### src/rtl/vga_pkg.sv
// Shared pixel types and defaults for the VGA output path.
package vga_pkg;
  localparam int PIXEL_W    = 12;
  localparam int CH_W       = PIXEL_W / 3;
  localparam int MAX_LAYERS = 8;
  localparam logic [PIXEL_W-1:0] KEY_COLOR = 12'h000;

  typedef struct packed {
    logic [CH_W-1:0] r;
    logic [CH_W-1:0] g;
    logic [CH_W-1:0] b;
  } rgb_t;

  typedef struct packed {
    logic [MAX_LAYERS-1:0] en;
    logic [MAX_LAYERS-1:0] blend;
  } layer_cfg_t;

  // Per-channel truncating average; the extra carry bit keeps the sum exact.
  function automatic rgb_t rgb_avg(rgb_t a, rgb_t b);
    logic [CH_W:0] sr, sg, sb;
    rgb_t res;
    sr = {1'b0, a.r} + {1'b0, b.r};
    sg = {1'b0, a.g} + {1'b0, b.g};
    sb = {1'b0, a.b} + {1'b0, b.b};
    res.r = sr[CH_W:1];
    res.g = sg[CH_W:1];
    res.b = sb[CH_W:1];
    return res;
  endfunction
endpackage

### src/rtl/layer_compositor_sync_delay.sv
// Fixed-depth register delay line for sync/control bits with a per-bit reset value.
module sync_delay #(
  parameter int               WIDTH   = 4,
  parameter int               DEPTH   = 2,
  parameter logic [WIDTH-1:0] RST_VAL = '0
) (
  input  logic             clk,
  input  logic             rst_n,
  input  logic [WIDTH-1:0] d_in,
  output logic [WIDTH-1:0] q_out
);
  logic [WIDTH-1:0] pipe_q [DEPTH];
  logic [WIDTH-1:0] pipe_d [DEPTH];

  always_comb begin
    pipe_d[0] = d_in;
    for (int k = 1; k < DEPTH; k++) pipe_d[k] = pipe_q[k-1];
  end

  always_ff @(posedge clk or negedge rst_n) begin
    if (!rst_n) begin
      for (int k = 0; k < DEPTH; k++) pipe_q[k] <= RST_VAL;
    end else begin
      for (int k = 0; k < DEPTH; k++) pipe_q[k] <= pipe_d[k];
    end
  end

  assign q_out = pipe_q[DEPTH-1];
endmodule

### src/rtl/layer_compositor.sv
// N-layer colour-keyed pixel compositor with optional 50% blend and frame-synchronous config.
module layer_compositor
  import vga_pkg::*;
#(
  parameter int                 NUM_LAYERS = 4,
  parameter int                 PIXEL_W    = vga_pkg::PIXEL_W,
  parameter logic [PIXEL_W-1:0] KEY_COLOR  = vga_pkg::KEY_COLOR
) (
  input  logic                          clk_pixel_in,
  input  logic                          rst_n_in,
  input  logic [NUM_LAYERS*PIXEL_W-1:0] layers_in,
  input  logic                          hsync_in,
  input  logic                          vsync_in,
  input  logic                          blank_in,
  input  logic                          frame_start_in,
  input  logic                          cfg_valid_in,
  input  logic [NUM_LAYERS-1:0]         cfg_en_in,
  input  logic [NUM_LAYERS-1:0]         cfg_blend_in,
  output logic                          cfg_ready_out,
  output logic [PIXEL_W-1:0]            pixel_out,
  output logic                          hsync_out,
  output logic                          vsync_out,
  output logic                          blank_out
);
  localparam int CH_W = PIXEL_W / 3;

  function automatic logic [PIXEL_W-1:0] avg_px(input logic [PIXEL_W-1:0] a,
                                                input logic [PIXEL_W-1:0] b);
    logic [PIXEL_W-1:0] r;
    logic [CH_W:0]      s;
    r = '0;
    for (int c = 0; c < 3; c++) begin
      s = {1'b0, a[c*CH_W +: CH_W]} + {1'b0, b[c*CH_W +: CH_W]};
      r[c*CH_W +: CH_W] = s[CH_W:1];
    end
    return r;
  endfunction

  logic [NUM_LAYERS*PIXEL_W-1:0] layers_p1_q, layers_p1_d;
  logic hsync_p1, vsync_p1, blank_p1, fs_p1;
  logic [NUM_LAYERS-1:0] act_en_q, act_en_d, act_blend_q, act_blend_d;
  logic [NUM_LAYERS-1:0] pend_en_q, pend_en_d, pend_blend_q, pend_blend_d;
  logic pend_full_q, pend_full_d, cfg_ready_q, cfg_ready_d;
  logic [PIXEL_W-1:0] pixel_q, pixel_d;
  logic [NUM_LAYERS-1:0] eff_en, eff_blend;
  logic [PIXEL_W-1:0] acc, li;
  logic apply;

  // Stage 1: register pixels and control
  sync_delay #(.WIDTH(4), .DEPTH(1), .RST_VAL(4'b0010)) u_sync_p1 (
    .clk   (clk_pixel_in),
    .rst_n (rst_n_in),
    .d_in  ({hsync_in, vsync_in, blank_in, frame_start_in}),
    .q_out ({hsync_p1, vsync_p1, blank_p1, fs_p1})
  );

  // Stage 2: composite and register outputs
  sync_delay #(.WIDTH(3), .DEPTH(1), .RST_VAL(3'b001)) u_sync_p2 (
    .clk   (clk_pixel_in),
    .rst_n (rst_n_in),
    .d_in  ({hsync_p1, vsync_p1, blank_p1}),
    .q_out ({hsync_out, vsync_out, blank_out})
  );

  always_comb begin
    layers_p1_d = layers_in;
    // A pending config lands on the frame_start pixel itself, so bypass it into this composite.
    apply     = fs_p1 && pend_full_q;
    eff_en    = apply ? pend_en_q    : act_en_q;
    eff_blend = apply ? pend_blend_q : act_blend_q;
    acc = layers_p1_q[PIXEL_W-1:0];
    li  = '0;
    for (int i = 1; i < NUM_LAYERS; i++) begin
      li = layers_p1_q[i*PIXEL_W +: PIXEL_W];
      if (eff_en[i] && (li != KEY_COLOR)) acc = eff_blend[i] ? avg_px(acc, li) : li;
    end
    pixel_d = blank_p1 ? '0 : acc;
  end

  always_comb begin
    act_en_d     = act_en_q;
    act_blend_d  = act_blend_q;
    pend_en_d    = pend_en_q;
    pend_blend_d = pend_blend_q;
    pend_full_d  = pend_full_q;
    if (apply) begin
      act_en_d    = pend_en_q;
      act_blend_d = pend_blend_q;
      pend_full_d = 1'b0;
    end
    // Accept and apply are exclusive: accept needs the slot empty, apply needs it full.
    if (cfg_valid_in && cfg_ready_q) begin
      pend_en_d    = cfg_en_in;
      pend_blend_d = cfg_blend_in;
      pend_full_d  = 1'b1;
    end
    cfg_ready_d = !pend_full_d;
  end

  always_ff @(posedge clk_pixel_in or negedge rst_n_in) begin
    if (!rst_n_in) begin
      layers_p1_q  <= '0;
      pixel_q      <= '0;
      act_en_q     <= '1;
      act_blend_q  <= '0;
      pend_en_q    <= '0;
      pend_blend_q <= '0;
      pend_full_q  <= 1'b0;
      cfg_ready_q  <= 1'b1;
    end else begin
      layers_p1_q  <= layers_p1_d;
      pixel_q      <= pixel_d;
      act_en_q     <= act_en_d;
      act_blend_q  <= act_blend_d;
      pend_en_q    <= pend_en_d;
      pend_blend_q <= pend_blend_d;
      pend_full_q  <= pend_full_d;
      cfg_ready_q  <= cfg_ready_d;
    end
  end

  assign pixel_out     = pixel_q;
  assign cfg_ready_out = cfg_ready_q;
endmodule

### config.mk
export PLATFORM = sky130hd
export DESIGN_NAME = layer_compositor
export DESIGN_NICKNAME = d
export VERILOG_FILES = /design/src/rtl/vga_pkg.sv /design/src/rtl/layer_compositor_sync_delay.sv /design/src/rtl/layer_compositor.sv
export SDC_FILE = /design/constraint.sdc
export NUM_CORES = 1
export LEC_CHECK = 0
export CAP_MARGIN = 20
export CORE_MARGIN = 4
export CORE_UTILIZATION = 45
export DETAILED_ROUTE_END_ITERATION = 8
export MAX_ROUTING_LAYER = met4
export PLACE_DENSITY_LB_ADDON = 0.1
export SLEW_MARGIN = 10
export SYNTH_ARGS = -nofsm -noshare
export SYNTH_HDL_FRONTEND = slang
export SYNTH_SLANG_ARGS = --single-unit
### constraint.sdc
create_clock -name clk_pixel_in -period 3.84 [get_ports clk_pixel_in]
set_clock_uncertainty 0.15 [all_clocks]
set_input_delay 0.768 -clock clk_pixel_in [delete_from_list [all_inputs] [get_ports clk_pixel_in]]
set_output_delay 0.768 -clock clk_pixel_in [all_outputs]
set_load 0.005 [all_outputs]
Word level (Yosys, flattened, before mapping)
Index checks and enable logic that the tools add are counted.

Multiplexer cells: 11. Reduce and logical (&&, ||, !) cells: 9. Add/subtract/negate cells: 9.

Operators with widths (count): 12-bit two-way mux (7); 4-bit by 4-bit adder with 5-bit output (9); 12-bit nonzero test (3); 4-bit two-way mux (2); 1-bit logical AND (5); 1-bit two-way mux (2); 1-bit zero test (1).

Output and inout bits: 16. Input bits: 63. Register bits after elaboration: 85.

Longest topological paths before layout
Gate-level depths: netlist of run 1.

Word-level depth: 11. Gate-level depth with buffers: 20.

Hierarchy
From an unflattened synthesis of run 1, not the netlist that was laid out.

Cells, all modules: 415. Area total of the unflattened synthesis: 4485.6 um2.

By module, submodules not included: layer_compositor (seq. area each 1856.8 um2, times used 1, cells an instance 408, area each 4307.9 um2); sync_delay at u_sync_p1 (seq. area each 101.3 um2, times used 1, cells an instance 4, area each 101.3 um2); sync_delay at u_sync_p2 (seq. area each 76.3 um2, times used 1, cells an instance 3, area each 76.3 um2).

Worst setup path before layout of run 1
OpenSTA, ideal clock, no wires.

Path kind: flip-flop to flip-flop. Start point: register layers_p1_q[8]. End point: register pixel_q[10] (netlist: pixel_out[10]). Required time: 3.570 ns. Slack: -0.009 ns. Cell stages (with the launch flop): 20. Arrival: 3.580 ns. Clock period less this slack: 3.849 ns. Cells stage by stage: dfrtp_1 > and2_1 > fa_1 > a21o_1 > a21oi_1 > nor2_1 > a21oi_1 > o21ai_1 > ha_1 > nand2b_1 > nor2_1 > a211oi_1 > a2111oi_1 > a211o_1 > ha_1 > and3_1 > a31oi_1 > mux2i_1 > a211oi_1 > a31o_1.

Word-level cells in the longest chain between the ends: 10.

RTL lines: start: declaration (line layer_compositor.sv:39) `logic [NUM_LAYERS*PIXEL_W-1:0] layers_p1_q, layers_p1_d;`; start signal: assignment (line layer_compositor.sv:111) `layers_p1_q <= layers_p1_d;`; 4-bit by 4-bit adder with 5-bit output (line layer_compositor.sv:33) `s = {1'b0, a[c*CH_W +: CH_W]} + {1'b0, b[c*CH_W +: CH_W]};`; 12-bit two-way mux (line layer_compositor.sv:75) `if (eff_en[i] && (li != KEY_COLOR)) acc = eff_blend[i] ? avg_px(acc, li) : li;`; 12-bit two-way mux (*) (line layer_compositor.sv:75); 4-bit by 4-bit adder with 5-bit output (line layer_compositor.sv:33); 12-bit two-way mux (line layer_compositor.sv:75); 12-bit two-way mux (*) (line layer_compositor.sv:75); 4-bit by 4-bit adder with 5-bit output (line layer_compositor.sv:33); 12-bit two-way mux (line layer_compositor.sv:75); 12-bit two-way mux (*) (line layer_compositor.sv:75); 12-bit two-way mux (*) (line layer_compositor.sv:77) `pixel_d = blank_p1 ? '0 : acc;`; net pixel_d[10] (line layer_compositor.sv:44) `logic [PIXEL_W-1:0] pixel_q, pixel_d;`; end signal: assignment (line layer_compositor.sv:112) `pixel_q <= pixel_d;`; end: declaration (line layer_compositor.sv:44).

Mark *: on every way through the listed nets, which the timed path passes. The rest lies on a longest branch. A chain may end at the register's enable or synchronous reset.

Final worst setup path of run 1
Start point: register layers_p1_q[21]. End point: register pixel_q[11] (netlist: pixel_out[11]).

Word-level cells in the longest chain between the ends: 10. Elaborated cells between the ends (all ways): 12.

RTL lines (line): 4-bit by 4-bit adder with 5-bit output / 12-bit nonzero test (equally long branches) (layer_compositor.sv:33, layer_compositor.sv:75); 12-bit two-way mux / 1-bit logical AND (equally long branches) (layer_compositor.sv:75); 12-bit two-way mux (*) (layer_compositor.sv:75); 4-bit by 4-bit adder with 5-bit output (layer_compositor.sv:33); 12-bit two-way mux (layer_compositor.sv:75); 12-bit two-way mux (*) (layer_compositor.sv:75); 4-bit by 4-bit adder with 5-bit output (layer_compositor.sv:33); 12-bit two-way mux (layer_compositor.sv:75); 12-bit two-way mux (*) (layer_compositor.sv:75); 12-bit two-way mux (*) (layer_compositor.sv:77); net pixel_d[11] (layer_compositor.sv:44).

Marks and branches as above.

==> flow_metrics.env, run 1 <==
export IMPL_status="finished with violations"
export IMPL_violations="setup timing"
export IMPL_finalHoldViolations=0
export IMPL_synth_avg_cell_area_um2=10.7
export IMPL_grt_max_degree=82
export IMPL_place_area_um2=5980
export IMPL_synth_async_reset_ratio=1.00
export IMPL_grt_usage=0.225
export IMPL_ant_nets=0
export IMPL_postCtsHoldBufs=0
export IMPL_place_inst=700
export IMPL_final_util=0.711
export IMPL_cts_buffer_depth=2
export IMPL_drc=0
export IMPL_max_slew_margin=0.366
export IMPL_synthCells=420
export IMPL_rsz0062_at_grt="yes"
export IMPL_port_buffers=76
export IMPL_wl_per_cell_um=16.5
export IMPL_r2r_slack_ns=-0.22
export IMPL_ys_seq_area_frac=0.453
export IMPL_timing_final_ws_setup_ns=-0.219
export IMPL_cts_tree="done"
export IMPL_finalSetupViolCount=10
export IMPL_crit_arrival_ns=4.18
export IMPL_numCtsBuffers=9
export IMPL_ios=79
export IMPL_clock_latency_ns=0.38
export IMPL_grt_pass1_wl_um=19400
export IMPL_hp_class="in -> async"
export IMPL_instances_no_fill=759
export IMPL_hpwl_um=8930
export IMPL_first_global_vias=4068
export IMPL_postLayoutCellArea_um2=6910
export IMPL_place_gp_congestion=0.901
export IMPL_crit_path_end_kind="register"
export IMPL_cp_max_fo=3
export IMPL_syn_to_final_growth_pct=53.9
export IMPL_netlist_area_um2=4490
export IMPL_first_pass_iters=4
export IMPL_cts_root_buf="clkbuf_8"
export IMPL_yosys_warnings=0
export IMPL_drtIter0Drc=182
export IMPL_layout_commonest_cell="buf_4"
export IMPL_worstReg2RegEnd="pixel_out[11]"
export IMPL_final_cell_mix="buf_4 (121), dfrtp_1 (75), clkdlybuf4s50_1 (75), nand2_1 (26), nor2_1 (21)"
export IMPL_cts_sinks=81
export IMPL_crit_required_ns=3.96
export IMPL_die_y_um=108
export IMPL_rr_startpoint="layers_p1_q[21]"
export IMPL_grt_ovfl_total=0
export IMPL_vdd_ir_drop_max_mv=0.354
export IMPL_fmax_mhz=246
export IMPL_synth_nets=519
export IMPL_finalMaxSlewViolations=0
export IMPL_synth_distinct_cells=71
export IMPL_synth_edff_count=0
export IMPL_totalWireLength_um=12500
export IMPL_p_per_area_nw_per_um2=613
export IMPL_finalCritPeriodShare=1.06
export IMPL_max_cap_viol_count=0
export IMPL_fin_crit_ns=4.06
export IMPL_layout_nets=720
export IMPL_ctsHtreeMaxLevel=3
export IMPL_r2r_cells=18
export IMPL_tightest_slew_ns=0.951
export IMPL_start_util=0.462
export IMPL_critPathKind="reg -> reg"
export IMPL_cp_start_kind="register"
export IMPL_viasPerCell=5.31
export IMPL_ys_flop_type="dfrtp_1"
export IMPL_clkSlewWorstSetupHoldPaths_ns=0.08
export IMPL_leakagePower_nw=3.02
export IMPL_antenna_found_initial=0
export IMPL_core_rowCount=36
export IMPL_drive_above_1_share=0.404
export IMPL_die_width_um=108
export IMPL_core_area_um2=9730
export IMPL_synth_seq_cells=81
export IMPL_vias=4028
export IMPL_dieArea_um2=11600
export IMPL_n_antenna_cell=0
[how the worst max path moves through the flow]
stage / startpoint / end / cells past startpoint
after global routing: layers_p1_q[8] / pixel_out[10] / 19
after CTS: layers_p1_q[8] / pixel_out[10] / 19
after detailed placement: layers_p1_q[21] / pixel_out[10] / 19
after floorplan: layers_p1_q[8] / pixel_out[11] / 16
after global placement: layers_p1_q[9] / pixel_out[11] / 19
final: layers_p1_q[21] / pixel_out[11] / 18
[critical path: stages, from the launching register on]
cell and delay (ns):
dfrtp_1 0.43, buf_6 0.14, nor4_4 0.31, nand3_2 0.19, buf_6 0.16, nand4_1 0.10, o21a_1 0.17, nand2_2 0.07
fa_2 0.43, a21boi_2 0.17, or3_1 0.36, a21bo_2 0.21, fa_2 0.35, nor2b_2 0.15, o21ai_1 0.08, nand2_1 0.07
o22a_1 0.12, nor2_1 0.05, a311oi_2 0.23
[registers in the layout (all words and copies together), names as in the netlist]
name,cells
pend_full_q,1
pend_en_q,3
act_blend_q,3
pixel_out,12
cfg_ready_out,1
layers_p1_q,48
act_en_q,3
u_sync_p2.q_out,3
pend_blend_q,3
u_sync_p1.q_out,4
[report_power, final]
part / switching [mW] / internal, mW / leakage [nW]
sequential: 0.0756 / 0.986 / 0.954
clock: 0.300 / 0.317 / 0.0974
combinational: 1.16 / 1.40 / 1.97
total: 1.54 / 2.70 / 3.02
[stage by stage]
stage | hold WS, ns | power [mW] | setup TNS (ns) | setup slack [ns]
floorplan | 0.181 | 2.15 | 0 | 0.0212
global placement | 0.186 | 2.94 | -1.40 | -0.283
detailed placement | 0.186 | 2.99 | -1.88 | -0.338
CTS | 0.195 | 3.85 | -0.980 | -0.202
global route | 0.203 | 4.54 | -3.88 | -0.452
finish | 0.179 | 4.24 | -1.23 | -0.219
[timing repair]
action | 4_1_cts | 5_1_grt
setup endpoints to repair | 11 | 12
buffers inserted | 26 | 16
gates resized for setup | 33 | 60
pin swaps | 22 | 34
[cell families (layout without fill, tap and decap cells)]
| kind of cell | Yosys count | count (layout) | synth area share |
|---|---|---|---|
| adder cells (fa/ha/maj) | 36 | 36 | 0.115 |
| multiplexers | 17 | 17 | 0.0437 |
| XOR/XNOR | 8 | 8 | 0.0156 |
| AND/OR/NAND/NOR | 128 | 128 | 0.155 |
| AO/OA/AOI/OAI | 119 | 119 | 0.185 |
| flip-flops | 81 | 81 | 0.453 |
| buffers and inverters | 31 | 237 | 0.0323 |
[cell usage after synthesis, types with 2 or more instances]
library cell / count / area share
inv_2: 3 / 0.0025
xnor2_1: 5 / 0.0098
a31o_2: 3 / 0.0059
a211oi_1: 20 / 0.033
nor4_2: 2 / 0.0056
a311oi_1: 3 / 0.0059
fa_1: 9 / 0.040
o211ai_1: 3 / 0.0050
o31a_1: 3 / 0.0059
and3_4: 2 / 0.0050
nor2b_1: 10 / 0.014
nand4_1: 4 / 0.0056
and3_1: 3 / 0.0042
nor2_2: 2 / 0.0028
buf_6: 2 / 0.0050
a41oi_1: 2 / 0.0039
and2_1: 6 / 0.0084
o21ai_0: 20 / 0.022
nand2_1: 29 / 0.024
o21a_1: 2 / 0.0033
inv_1: 15 / 0.013
xor2_1: 3 / 0.0059
mux2i_1: 7 / 0.016
buf_2: 8 / 0.0089
nand3_1: 13 / 0.014
a21o_1: 7 / 0.012
a21oi_1: 24 / 0.027
o22ai_1: 3 / 0.0042
nor3_1: 9 / 0.010
or3_1: 3 / 0.0042
nand2b_1: 7 / 0.0098
a21bo_2: 3 / 0.0067
dfrtp_1: 75 / 0.42
nor2_1: 23 / 0.019
clkbuf_1: 2 / 0.0017
ha_1: 27 / 0.075
o21ai_1: 4 / 0.0045
a21boi_0: 2 / 0.0033
mux2_2: 7 / 0.018
dfstp_2: 6 / 0.035
nor3b_1: 3 / 0.0050
nor4_1: 6 / 0.0084
a31oi_1: 2 / 0.0028
[routing by layer]
metal | global-route usage | vias to the layer above | part of all wire
met1 | 0.280 | 1959 | 0.44
met5 | - | - | 0
met3 | 0.0540 | 22 | 0.049
met2 | 0.357 | 99 | 0.49
li1 | - | 1948 | -
met4 | 0.0857 | 0 | 0.024
[area by class of cell]
cell class | count | area [um2]
tap | 133 | 166
clock buffer | 13 | 149
clock inverter | 3 | 40.0
multi-input combinational | 308 | 2710
inverter | 18 | 67.6
sequential | 81 | 2030
fill | 762 | 2820
timing repair buffer | 203 | 1750
Note: power is estimated with default switching activity, not from simulation.
==> run 2, diff against run 1 <==
ABC_CLOCK_PERIOD_IN_PS = 3840   (was unset)
CORE_MARGIN = unset   (was 4)
GPL_ROUTABILITY_DRIVEN = 0   (was unset)
==> run 2 against run 1 <==
The flow still finishes with violations (setup timing). Worst setup slack got worse by 0.11 ns. First-iteration DRC count is 30% lower. Register-to-register slack worse by 0.11 ns. Critical endpoint is now pixel_out[10]. Largest power group unchanged.
==> flow_metrics.env, run 2 (synthesis gave the netlist of run 1 again) <==
export IMPL_status="finished with violations"
export IMPL_violations="setup timing"
export IMPL_cp_max_fo=3
export IMPL_r2r_cells=19
export IMPL_hpwl_um=8360
export IMPL_grt_pass1_wl_um=18400
export IMPL_leakagePower_nw=2.94
export IMPL_drive_above_1_share=0.396
export IMPL_layout_nets=698
export IMPL_cts_sinks=81
export IMPL_clkSlewWorstSetupHoldPaths_ns=0.08
export IMPL_fmax_mhz=240
export IMPL_min_from="u_sync_p1.q_out[2]"
export IMPL_core_area_um2=9730
export IMPL_min_path_cells=0
export IMPL_finalCritPeriodShare=1.09
export IMPL_crit_path_end_kind="register"
export IMPL_crit_arrival_ns=4.28
export IMPL_grt_ovfl_total=0
export IMPL_finalHoldViolations=0
export IMPL_cts_buffer_depth=2
export IMPL_max_cap_viol_count=0
export IMPL_drc=0
export IMPL_fin_crit_ns=4.17
export IMPL_hp_class="reg -> reg"
export IMPL_ctsHtreeMaxLevel=3
export IMPL_place_inst=695
export IMPL_clock_latency_ns=0.36
export IMPL_total_power_mw=4.20
export IMPL_worstPathCellList="buf_6 > nor4_4 > and3_4 > nor2_2 > mux2i_1 > buf_4 > inv_1 > ha_4 > nand2_1 > a211oi_2 > a2111oi_2 > a211o_1 > ha_4 > buf_4 > and3_1 > a31oi_1 > mux2i_1 > a211oi_1 > a31o_1"
export IMPL_tightest_slew_ns=0.513
export IMPL_timing_final_ws_setup_ns=-0.333
export IMPL_dieArea_um2=10400
export IMPL_vdd_ir_drop_max_mv=0.261
export IMPL_rr_startpoint="layers_p1_q[20]"
export IMPL_n_antenna_cell=0
export IMPL_crit_required_ns=3.95
export IMPL_first_pass_iters=5
export IMPL_max_slew_margin=0.658
export IMPL_finalSetupViolCount=6
export IMPL_grt_usage=0.241
export IMPL_worstReg2RegEnd="pixel_out[10]"
export IMPL_start_util=0.462
export IMPL_critPathKind="reg -> reg"
export IMPL_numCtsBuffers=9
export IMPL_viasPerCell=5.46
export IMPL_core_rowCount=36
export IMPL_place_area_um2=5940
export IMPL_port_buffers=76
export IMPL_cp_start_kind="register"
export IMPL_wl_per_cell_um=16.3
export IMPL_final_cell_mix="buf_4 (98), clkdlybuf4s50_1 (75), dfrtp_1 (73), nand2_1 (25), nor2_1 (20)"
export IMPL_finalMaxSlewViolations=0
export IMPL_instances_no_fill=737
export IMPL_first_global_vias=3936
export IMPL_syn_to_final_growth_pct=52.3
export IMPL_die_width_um=102
export IMPL_ant_nets=0
export IMPL_largest_reg_flops=48
export IMPL_antenna_found_initial=0
export IMPL_ios=79
export IMPL_top_register="layers_p1_q"
export IMPL_layout_commonest_cell="buf_4"
export IMPL_timing_hold_ws_ns=0.204
export IMPL_critPathMaxStageDelay_ns=0.40
export IMPL_totalWireLength_um=12000
export IMPL_hold_path_end="u_sync_p2.q_out[1]"
export IMPL_nFillCells=747
export IMPL_p_per_area_nw_per_um2=614
export IMPL_slowest_stage="dfrtp_1"
export IMPL_rsz0062_at_grt="yes"
export IMPL_drtIter0Drc=128
export IMPL_r2r_slack_ns=-0.33
export IMPL_postLayoutCellArea_um2=6840
export IMPL_die_y_um=102
export IMPL_vias=4026
export IMPL_grt_max_degree=82
export IMPL_cts_tree="done"
export IMPL_cts_root_buf="clkbuf_8"
==> run 2: cell types whose count changed in the layout (fill, tap and decap cells not counted), sizes merged <==
| cell | change |
|---|---|
| buf | -22 |
| clkbuf | -2 |
| clkinvlp | +2 |
| bufinv | +1 |
| clkinv | -1 |
==> run 2: cell type report <==
cell class / instances / area [um2] / share of cell area
multi-input combinational: 308 / 2770 / 0.405
sequential: 81 / 2040 / 0.298
tap: 133 / 166 / 0.0243
timing repair buffer: 181 / 1590 / 0.232
inverter: 18 / 67.6 / 0.00988
clock inverter: 5 / 80.1 / 0.0117
clock buffer: 11 / 131 / 0.0192
==> run 2: how the worst max path moves through the flow <==
stage / from / depth (start not counted) / endpoint / slack (ns)
finish: layers_p1_q[20] / 19 / pixel_out[10] / -0.33
global route: layers_p1_q[20] / 19 / pixel_out[10] / -0.45
CTS: layers_p1_q[8] / 17 / pixel_out[11] / -0.17
detailed placement: layers_p1_q[9] / 19 / pixel_out[11] / -0.30
global placement: layers_p1_q[9] / 19 / pixel_out[11] / -0.22
floorplan: layers_p1_q[8] / 16 / pixel_out[11] / 0.02
==> run 2: worst max-delay path: cells and delay by family (launching register included) <==
family,cells,cell delay (ns)
buffers and inverters,4,0.48
multiplexers,2,0.37
flip-flops,1,0.40
AND/OR/NAND/NOR,5,0.91
AO/OA/AOI/OAI,6,1.21
adder cells (fa/ha/maj),2,0.54
==> run 2: metrics by stage <==
step | setup WS, ns | util | TNS, ns
final | -0.333 | 0.703 | -0.957
after CTS | -0.171 | 0.659 | -0.589
after floorplan | 0.0212 | - | 0
after detailed placement | -0.297 | 0.611 | -1.66
after global routing | -0.448 | 0.703 | -2.48
after global placement | -0.224 | 0.611 | -0.948
==> run 2: what timing repair did <==
item	CTS	global route
hold buffers	0	0
resized for setup	47	66
setup endpoints to repair	11	12
buffers inserted	14	12
pin swaps	40	35
hold endpoints to repair	0	0
==> run 2: per-layer routing <==
layer	share of wire	GRT usage	routed length (um)
met5	0	-	0
met2	0.51	0.399	6100
met3	0.055	0.0424	667
met1	0.42	0.297	5090
met4	0.016	0.0868	195
==> run 2: power breakdown <==
group          switching (mW)  internal [mW]  leakage, nW
combinational            1.15           1.31         1.89
sequential             0.0755          0.986        0.952
clock                   0.310          0.365       0.0995
total                    1.53           2.66         2.94
